<file path="config.mk">
export PLATFORM = sky130hd
export DESIGN_NAME = pc_redirect_unit
export DESIGN_NICKNAME = d
export VERILOG_FILES = /design/src/rtl/pc_redirect_unit_pkg.sv /design/src/rtl/pc_redirect_unit_perf.sv /design/src/rtl/pc_redirect_unit.sv
export SDC_FILE = /design/constraint.sdc
export NUM_CORES = 1
export LEC_CHECK = 0
export CAP_MARGIN = 20
export CORE_ASPECT_RATIO = 0.75
export CORE_UTILIZATION = 47
export DETAILED_ROUTE_END_ITERATION = 6
export PLACE_DENSITY = 0.9
export SLEW_MARGIN = 15
export SYNTH_ARGS = -nofsm -noshare
export SYNTH_HDL_FRONTEND = slang
export SYNTH_SLANG_ARGS = --single-unit
</file>
<file path="constraint.sdc">
create_clock -name clock -period 2.7 [get_ports clock]
set_input_delay 0.27 -clock clock [delete_from_list [all_inputs] [get_ports clock]]
set_output_delay 0.27 -clock clock [all_outputs]
set_load 0.02 [all_outputs]
</file>
<file path="src/rtl/pc_redirect_unit_pkg.sv">
// Shared definitions for the fetch-side PC owner and redirect/flush controller.
// Covers the FSM state encoding, the PC width, the reset PC default and the slots squashed per redirect.
package pc_redirect_unit_pkg;

  localparam int PC_W = 32;
  localparam logic [PC_W-1:0] DEFAULT_RESET_PC = 32'd0;

  // Each accepted redirect kills the F/D and D/X slots.
  localparam logic [31:0] SQUASH_PER_REDIRECT = 32'd2;

  typedef enum logic {
    RUN    = 1'b0,
    SHADOW = 1'b1
  } state_t;

endpackage

</file>
<file path="src/rtl/pc_redirect_unit_perf.sv">
// redirect_perf_counter: wrapping counters of accepted redirects and squashed pipeline slots.
// The top instantiates it only when PC_REDIRECT_PERF_EN is defined.
module redirect_perf_counter
  import pc_redirect_unit_pkg::*;
(
  input  logic        clock,
  input  logic        reset,
  input  logic        inc,
  output logic [31:0] redirect_count,
  output logic [31:0] squash_count
);

  logic [31:0] redirect_count_q;
  logic [31:0] squash_count_q;

  always_ff @(posedge clock) begin
    if (reset) begin
      redirect_count_q <= '0;
      squash_count_q   <= '0;
    end else if (inc) begin
      redirect_count_q <= redirect_count_q + 32'd1;
      squash_count_q   <= squash_count_q + SQUASH_PER_REDIRECT;
    end
  end

  assign redirect_count = redirect_count_q;
  assign squash_count   = squash_count_q;

endmodule

</file>
<file path="src/rtl/pc_redirect_unit.sv">
// Fetch PC owner: holds the PC and captures the F/D PC. An accepted redirect squashes F/D and D/X,
// and later redirects are ignored for FLUSH_DEPTH cycles. Optional counters: PC_REDIRECT_PERF_EN.
//
// state  | meaning
// RUN    | redirects accepted
// SHADOW | redirects ignored while the shadow counter runs down to 1
module pc_redirect_unit
  import pc_redirect_unit_pkg::*;
#(
  parameter logic [PC_W-1:0] RESET_PC    = DEFAULT_RESET_PC,
  parameter int unsigned     FLUSH_DEPTH = 2
) (
  input  logic            clock,
  input  logic            reset,
  input  logic            redirect_valid,
  input  logic [PC_W-1:0] redirect_target,
  input  logic            stall,
  output logic [PC_W-1:0] imem_addr,
  output logic [PC_W-1:0] fd_pc,
  output logic            fd_valid,
  output logic            squash_fd,
  output logic            squash_dx,
`ifdef PC_REDIRECT_PERF_EN
  output logic [31:0]     redirect_count,
  output logic [31:0]     squash_count,
`endif
  output logic            redirect_taken
);

  localparam logic [2:0] SHADOW_LOAD = 3'(FLUSH_DEPTH);

  state_t          state_q, state_d;
  logic [2:0]      cnt_q, cnt_d;
  logic            accept;
  logic [PC_W-1:0] pc_q;
  logic [PC_W-1:0] fd_pc_q;
  logic            fd_valid_q;

  // Reset masks the accept so no squash is signalled while reset is held.
  assign accept = redirect_valid && (state_q == RUN) && !reset;

  always_ff @(posedge clock) begin
    if (reset) begin
      state_q <= RUN;
      cnt_q   <= 3'd0;
    end else begin
      state_q <= state_d;
      cnt_q   <= cnt_d;
    end
  end

  always_comb begin
    state_d = state_q;
    cnt_d   = cnt_q;
    unique case (state_q)
      RUN: begin
        if (accept) begin
          state_d = SHADOW;
          cnt_d   = SHADOW_LOAD;
        end
      end
      SHADOW: begin
        // Counts every cycle, stalled or not, so the window has a fixed length.
        if (cnt_q <= 3'd1) begin
          state_d = RUN;
          cnt_d   = 3'd0;
        end else begin
          cnt_d = cnt_q - 3'd1;
        end
      end
      default: begin
        state_d = RUN;
        cnt_d   = 3'd0;
      end
    endcase
  end

  // Redirect wins over stall; fd_pc keeps its old value on a squash.
  always_ff @(posedge clock) begin
    if (reset) begin
      pc_q       <= RESET_PC;
      fd_pc_q    <= '0;
      fd_valid_q <= 1'b0;
    end else if (accept) begin
      pc_q       <= redirect_target;
      fd_valid_q <= 1'b0;
    end else if (!stall) begin
      pc_q       <= pc_q + 32'd1;
      fd_pc_q    <= pc_q;
      fd_valid_q <= 1'b1;
    end
  end

  assign imem_addr      = pc_q;
  assign fd_pc          = fd_pc_q;
  assign fd_valid       = fd_valid_q;
  assign squash_fd      = accept;
  assign squash_dx      = accept;
  assign redirect_taken = accept;

`ifdef PC_REDIRECT_PERF_EN
  redirect_perf_counter u_perf (
    .clock          (clock),
    .reset          (reset),
    .inc            (accept),
    .redirect_count (redirect_count),
    .squash_count   (squash_count)
  );
`endif

endmodule
</file>
==> impl.org, run 1 <==
** Status
- Result of the run :: finished clean

** Route
- Detailed routing placed a total of 893 um of wire on met3.
- Using the TritonRoute via totals, the vias-per-cell ratio works out to 6.04.
- Once detail routing completed, the nets flagged for antenna violations numbered 0.
- Routed length on met2 :: 4.58 mm
- The final layout contains routed wiring with a total length of 9.88 mm.
- The highest metal layer carrying signal wires in the routed design is met4.
- After detailed routing, the wire length on met1 is 4.27 mm.
- TritonRoute pass-1 iters :: 6
- Vias :: 3,640
- Initial DRC Count :: 319
- Routed WL per cell :: 16.4 um
- After detailed routing, the number of remaining DRC violations is 0.

** Placed design
- At the end of routability-driven placement, the weighted congestion stood at 0.858.
- HPWL after detailed placement :: 6.74 mm
- Placement Cell Area :: 0.00438 sq mm
- In this run the tool buffered the top-level ports with 103 buffer cells.

** Logic synthesis
- After synthesis, the share of flip-flops with an asynchronous set or reset is 0%.
- After technology mapping, the gate count stands at 423.
- The synthesized netlist devotes 19.5% of its cell area to compound gates.
- The synthesized netlist contains 44 unique library cells.
- Cell area after technology mapping :: 0.00331 sq mm
- Number of enable flip-flop cells after synthesis :: 0
- After Yosys synthesis, and, or, nand and nor cells account for 29.9% of the synthesized area.
- By area the synthesized netlist is led by dfxtp_1 (42%), nand2_1 (9.3%), a21oi_1 (6.2%).
- Summing the areas of all xor and xnor instances in the mapped netlist gives 2.64% of the synthesized area.
- Counting flops and latches in the post-synthesis netlist gives 69.
- Synthesis Warnings :: 0
- After synthesis, the share of cell area in mux cells is 0.302%.
- Post-synth top area share :: 41.7%
- The synthesized design spends more area on one cell type than any other, namely dfxtp_1.
- By area, the combinational part of the netlist is dominated by simple AND/OR/NAND/NOR gates.
- Summing the areas of all fa, ha and maj instances in the mapped netlist gives 0.755% of the synthesized area.
- Each instance of the synthesized netlist takes up on average 7.83 sq um.
- Most used DFF post-synth :: dfxtp_1
- Post-synthesis net count :: 461
- Sequential area share after synthesis :: 41.7%

** Global routing
- Global-route congestion overflow total :: 0
- Antenna violations before repair :: 0
- Via count of the first global-routing pass :: 3,309
- The first global-routing pass estimated 15.7 mm of wire.
- Maximum number of pins on one net before global-route repair :: 50
- Global-route usage over all layers :: 26.9%

** CTS
- In this run, post-CTS repair resized a total of 0 instances.
- Clock tree root driver cell :: clkbuf_8
- Max H-tree Level :: 3
- The number of clock buffers added by TritonCTS is 9.
- TritonCTS built the clock tree.
- For the worst-skew pair, the clock arrives at the later sink with an insertion delay of 340 ps.
- For this design, the sink count on the clock tree is 69.
- Post CTS Setup Buffer Count :: 0
- After clock tree synthesis, the flow added hold-fix buffers numbering 0.
- The clock passes through at most 2 buffers.
- Clock slew at reported path FFs :: 70 ps

** Run
- Max-cap violations :: 0

** Timing
- Fin Clk Skew :: 7.88 ps
- After routing, the total negative slack on setup checks comes to 0 ps.
- Max Clock Freq :: 420 MHz
- For the pin with the worst max-slew slack, the measured transition is 1020 ps.
- The final number of max-transition violations came to 0.
- Share of the cycle needed by the critical path after routing :: 88.2%
- Count of endpoints failing hold in the final timing report :: 0
- Minimum clock period :: 2380 ps
- Setup repair after global routing missed its margin :: no
- Worst slew margin relative to its limit :: 31.9%
- Final setup viols :: 0

** Worst hold path
- The worst hold path was traced through 4 stages.
- The worst hold path belongs to the class in -> reg.
- The path with the worst hold slack has its endpoint at imem_addr[25].
- The worst hold path begins at reset.

** Worst setup path
- Worst reg2reg endpoint :: imem_addr[28]
- STA classifies the critical path endpoint as a primary output.
- Worst flop-to-flop path startpoint :: imem_addr[0]
- Data on the critical path arrives at its endpoint at 2110 ps.
- In this run the worst path has a maximum fanout of 7.
- Register-to-register setup slack :: 460 ps
- WP data required :: 2430 ps
- The worst setup path is launched from an input pin.
- Counting cells, the worst reg-to-reg path comes to 6.
- Crit Path Category :: in -> out

** Power
- The worst-case IR drop observed on VDD is 0.257 mV.
- Ratio of total power to cell area :: 564 mW/mm^2
- Standby leakage power :: 1.51 nW

** Die
- Initial cell density of the core :: 48.7%
- Die outline width :: 99.0 um
- In this run the count of I/O pins placed on the die edge is 104.
- After floorplanning, the core was sized to cover 0.00680 sq mm.
- The die covers 0.00739 sq mm.
- The die is 74.7 um tall.
- Row generation in the floorplan step produced 26 rows.

** Finish
- Share of layout cells above drive strength 1 :: 6.94%
- Antenna cells :: 0
- Final instance area :: 0.00459 sq mm
- Final net count :: 552
- Area added between synthesis and finish :: 38.7%
-- registers in the layout, summed over array words and instances (netlist names) --
name	cells
fd_valid	1
cnt_q	3
fd_pc	32
imem_addr	32
state_q	1
-- worst max-delay path by stage --
stage | startpoint | end | slack (ps) | cells after the start
6_report | redirect_valid | redirect_taken | 320 | 3
2_1_floorplan | imem_addr[0] | imem_addr[22] | 530 | 6
3_3_place_gp | redirect_valid | squash_dx | 340 | 3
5_1_grt | redirect_valid | redirect_taken | 210 | 3
4_1_cts | redirect_valid | redirect_taken | 310 | 3
3_5_place_dp | redirect_valid | fd_pc[28] | 290 | 6
-- per-layer routing --
metal	GRT usage, %	up-vias
met5	0	-
met4	8.62	0
met3	6.50	19
met2	44.4	196
met1	35.2	1718
li1	-	1707
-- worst max-delay path, stage by stage --
cell and delay, ps:
clkdlybuf4s50_1 570, nor3b_1 550, clkdlybuf4s50_1 720
-- per-stage QoR --
step / power [mW] / util [%] / instances / hold slack (ps) / setup WS, ps
global placement: 1.69 / 64.5 / 587 / 446 / 343
floorplan: 1.46 / - / 423 / 406 / 532
CTS: 2.60 / 67.6 / 603 / 401 / 308
global route: 2.69 / 67.6 / 603 / 453 / 210
finish: 2.59 / 67.6 / 603 / 407 / 319
detailed placement: 1.71 / 64.5 / 587 / 448 / 287
-- placed cells by master, fill, tap and decap left out, types with 3 or more instances in the layout --
cell	n
a211oi_1	10
a21oi_1	41
a311oi_1	4
a31oi_1	5
a32oi_1	5
and4_1	7
buf_4	11
clkbuf_8	12
clkdlybuf4s50_1	102
dfxtp_1	69
inv_1	7
nand2_1	82
nand3_1	12
nand3b_1	4
nand4_1	6
nand4b_1	5
nor2_1	19
nor2b_1	4
nor3_1	18
nor3b_1	3
nor4_1	8
o211ai_1	4
o21ai_0	27
o311ai_0	3
o31a_1	3
o31ai_1	5
or3_1	4
or4_1	6
xnor2_1	8
-- cell type report --
class | count | area [sq um]
Timing Repair Buffer | 114 | 1110
Multi-Input combinational cell | 313 | 1760
Inverter | 7 | 26.3
Fill cell | 551 | 2200
Clock inverter | 3 | 42.5
Tap cell | 84 | 105
Clock buffer | 13 | 169
Sequential cell | 69 | 1380
-- where the power goes --
part | total [mW] | leakage [nW] | switching [mW] | internal [mW]
registers | 1.19 | 0.567 | 0.104 | 1.09
clock network | 0.894 | 0.106 | 0.392 | 0.502
logic | 0.504 | 0.840 | 0.262 | 0.242
total | 2.59 | 1.51 | 0.758 | 1.83
-- kinds of logic (layout without fill, tap and decap cells) --
| group | after synthesis | in the layout |
|---|---|---|
| AOI/OAI and AO/OA | 107 | 107 |
| xor gates and xnor gates | 10 | 10 |
| adders and majority gates | 2 | 2 |
| buffers and inverters | 41 | 137 |
| DFF | 69 | 69 |
| muxes | 1 | 1 |
| and+or+nand+nor | 193 | 193 |
-- synth_stat cells (5+ instances only) --
| master | count |
|---|---|
| and4_1 | 7 |
| nand3_1 | 12 |
| o21ai_0 | 27 |
| o31ai_1 | 5 |
| nand4b_1 | 5 |
| or4_1 | 6 |
| nor4_1 | 8 |
| inv_1 | 7 |
| nand4_1 | 6 |
| a32oi_1 | 5 |
| a21oi_1 | 41 |
| a211oi_1 | 10 |
| nor2_1 | 20 |
| a31oi_1 | 5 |
| xnor2_1 | 8 |
| dfxtp_1 | 69 |
| nor3_1 | 18 |
| nand2_1 | 82 |
| clkbuf_1 | 27 |
Note: power is estimated with default switching activity, not from simulation.
==> inputs of run 2 (changes only) <==
--- a/config.mk
+++ b/config.mk
@@ -9,8 +9,8 @@
 export CORE_ASPECT_RATIO = 0.75
 export CORE_UTILIZATION = 47
 export DETAILED_ROUTE_END_ITERATION = 6
-export PLACE_DENSITY = 0.9
-export SLEW_MARGIN = 15
+export PLACE_DENSITY = 0.81
+export SLEW_MARGIN = 40
 export SYNTH_ARGS = -nofsm -noshare
 export SYNTH_HDL_FRONTEND = slang
 export SYNTH_SLANG_ARGS = --single-unit
==> run 2 against run 1 <==
Wire length down 2.2%. Register-to-register slack better by 50 ps. Sequential share of layout area down 0.42 points. First-iteration DRC count down 4.4%. Cell area up 1.4%. Fmax up 8.5%. Highest routed layer unchanged.
==> impl.org, run 2 (synthesis results as in run 1) <==
** Status
- Result of the run :: finished clean

** Placed design
- The placed wire-length estimate after detailed placement is 6.85 mm (+1.5%).
- The placer's final routability congestion estimate came to 0.852 (-0.72%).
- Port bufs :: 103 (unchanged)

** CTS
- The number of clock sinks seen by CTS was 69 (unchanged).
- Clock slew at reported path FFs :: 70 ps (about the same)
- The number of H-tree branching levels is 3 (unchanged).
- The cell sitting at the root of the clock tree is a clkbuf_8.
- Hold-fix buffers at CTS :: 0 (unchanged)
- The worst-skew pair later-pin latency came to 350 ps (about the same).
- The count of cells resized by post-cts repair is 0 (unchanged).
- Clock tree from TritonCTS :: done
- Post CTS Setup Buffer Count :: 0 (unchanged)
- The clock tree buffer depth came to 2 (unchanged).
- Clock buffers created by TritonCTS :: 9 (unchanged)

** Timing
- Setup repair after global routing missed its margin :: no
- Worst slew margin relative to its limit :: 58.2% (+26 points)
- Pins over their slew limit :: 0 (unchanged)
- Minimum clock period :: 2190 ps (-187 ps)
- The largest clock skew in the final design is 8.84 ps (+0.956 ps).
- The final clock period utilization by the worst path is 81.3% (-6.9 points).
- Pin slew with the least headroom to its limit :: 622 ps (-399 ps)
- The final-layout worst hold slack came to 402 ps (-5.03 ps).
- Count of endpoints failing hold in the final timing report :: 0 (unchanged)
- The total setup violations reported at the end of the flow is 0 (unchanged).
- Final setup TNS :: 0 ps (unchanged)
- The peak clock frequency supported by timing was 456 MHz (+8.5%).

** Route
- The count of antenna-violating nets left after detailed routing came to 0 (unchanged).
- The wire length per cell is 15.9 um (-2.6%).
- The sum of routed wire length over all layers came to 9.66 mm (-2.2%).
- TritonRoute pass-1 iters :: 4 (-2)
- Number of vias per cell :: 5.89 (-2.4%)
- The initial DRC count was 305 (-4.4%).
- The count of unresolved DRC violations after routing is 0 (unchanged).
- The total number of vias came to 3,572 (-1.9%).

** Finish
- Commonest cells after routing, fill and taps aside :: clkdlybuf4s50_1 (102), nand2_1 (82), dfxtp_1 (69)
- The net total in the final layout came to 555 (+0.54%).
- Share of layout cells above drive strength 1 :: 7.66% (+0.73 points)
- The area growth from synthesis to layout is 40.6%.
- Most frequent standard cell in the layout excluding fill and tap cells :: clkdlybuf4s50_1
- Fillcell total :: 574 (+4.2%)
- Fraction of the core area covered by cells at the end of the flow :: 68.5% (+0.96 points)
- Antenna cells :: 0 (unchanged)

** Worst setup path
- The startpoint identified for the worst register-to-register timing path is imem_addr[1].
- CP peak stage delay :: 600 ps (-120 ps)
- Capturing element type of the critical path :: primary output
- WP buf/inv :: 3 (+1)
- Critical path's top delay family :: buffers and inverters
- The worst reg-to-reg path cell count is 5 (-1).
- The endpoint required time on the critical path was 2430 ps (about the same).
- CP Cell Sequence :: clkdlybuf4s50_1 -> nor3b_1 -> buf_4 -> clkdlybuf4s50_1
- The worst setup path is of the in -> out kind.
- Slowest cell on the critical path :: clkdlybuf4s50_1
- In this design, the critical path's most frequently occurring cell is clkdlybuf4s50_1.
- The worst setup path is launched from an input pin.
- The worst register-to-register path ends at imem_addr[22].
- Arrival time worst endpoint :: 1920 ps (-190 ps)
- Register-to-register setup slack :: 510 ps (+50 ps)
- Max FO, Critical Path :: 7 (unchanged)

** Worst hold path
- Worst hold path startpoint :: reset
- The worst hold path terminates at cnt_q[0].
- The path class of the tightest hold or removal check is in -> reg.
- The hold path depth is 3 (-1).

** Power
- The peak supply drop is 0.273 mV (+5.9%).
- The power per cell area came to 581 mW/mm^2 (+3.1%).
- Final Power :: 2.71 mW (+4.6%)
- The leakage power summed over all cells came to 1.54 nW (+2.1%).

** Die
- Area of the core :: 0.00680 sq mm (unchanged)
- Total die area :: 0.00739 sq mm (unchanged)
- I/O pin cnt :: 104 (unchanged)
- The row count is 26 (unchanged).
- The horizontal die dimension came to 99.0 um (unchanged).
- The height of the die came to 74.7 um (unchanged).
- Initial cell density of the core :: 48.7% (unchanged)

** Global routing
- The wire length of the first global-routing pass was 15.4 mm (-2.3%).
- The pin count of the biggest net entering global routing is 32 (-36%).
- Global-route congestion overflow total :: 0 (unchanged)
- The global-route usage over all layers is 26.5% (-0.37 points).
- The via count of the first global-routing pass is 3,218 (-2.8%).
- Antenna violations before repair :: 0 (unchanged)

** Run
- Max-cap violations :: 0 (unchanged)
## run 2: how the worst max path moves through the flow
| stage | slack [ps] | depth (start not counted) | endpoint | start |
|---|---|---|---|---|
| after global routing | 360 | 5 | imem_addr[15] | imem_addr[4] |
| final | 510 | 4 | squash_dx | redirect_valid |
| after detailed placement | 400 | 5 | imem_addr[22] | stall |
| after global placement | 400 | 5 | imem_addr[22] | stall |
| after floorplan | 530 | 6 | imem_addr[22] | imem_addr[0] |
| after CTS | 500 | 4 | squash_dx | redirect_valid |
## run 2: through the flow
| step | cells | setup WS, ps | area [sq um] |
|---|---|---|---|
| final | 606 | 506 | 4660 |
| after global routing | 606 | 361 | 4660 |
| after CTS | 606 | 502 | 4660 |
| after detailed placement | 590 | 405 | 4420 |
| after global placement | 590 | 397 | 4420 |
| after floorplan | 423 | 532 | 3310 |
## run 2: final cells by class
| class | count | area, sq um | area share, % |
|---|---|---|---|
| Inverter | 7 | 26.3 | 0.564 |
| Timing Repair Buffer | 117 | 1140 | 24.5 |
| Clock inverter | 6 | 111 | 2.39 |
| Tap cell | 84 | 105 | 2.26 |
| Multi-Input combinational cell | 313 | 1760 | 37.9 |
| Sequential cell | 69 | 1380 | 29.6 |
| Clock buffer | 10 | 128 | 2.74 |
## run 2: per-layer routing
metal	vias to the layer above	track usage (%)	wire [um]
li1	1711	-	-
met1	1694	34.5	4230
met2	156	43.9	4530
met3	11	8.26	820
met4	0	5.80	79
met5	-	0	0
## run 2: power breakdown
| group | switching [mW] | internal [mW] | total, mW |
|---|---|---|---|
| logic | 0.263 | 0.249 | 0.512 |
| clock network | 0.394 | 0.614 | 1.01 |
| registers | 0.102 | 1.09 | 1.19 |
## run 2: worst reg2reg max path, stage by stage (launching register included)
cell and delay [ps]:
dfxtp_1 450, ha_1 220, nand4b_1 140, or4_1 620, or4_1 530, a31oi_1 160
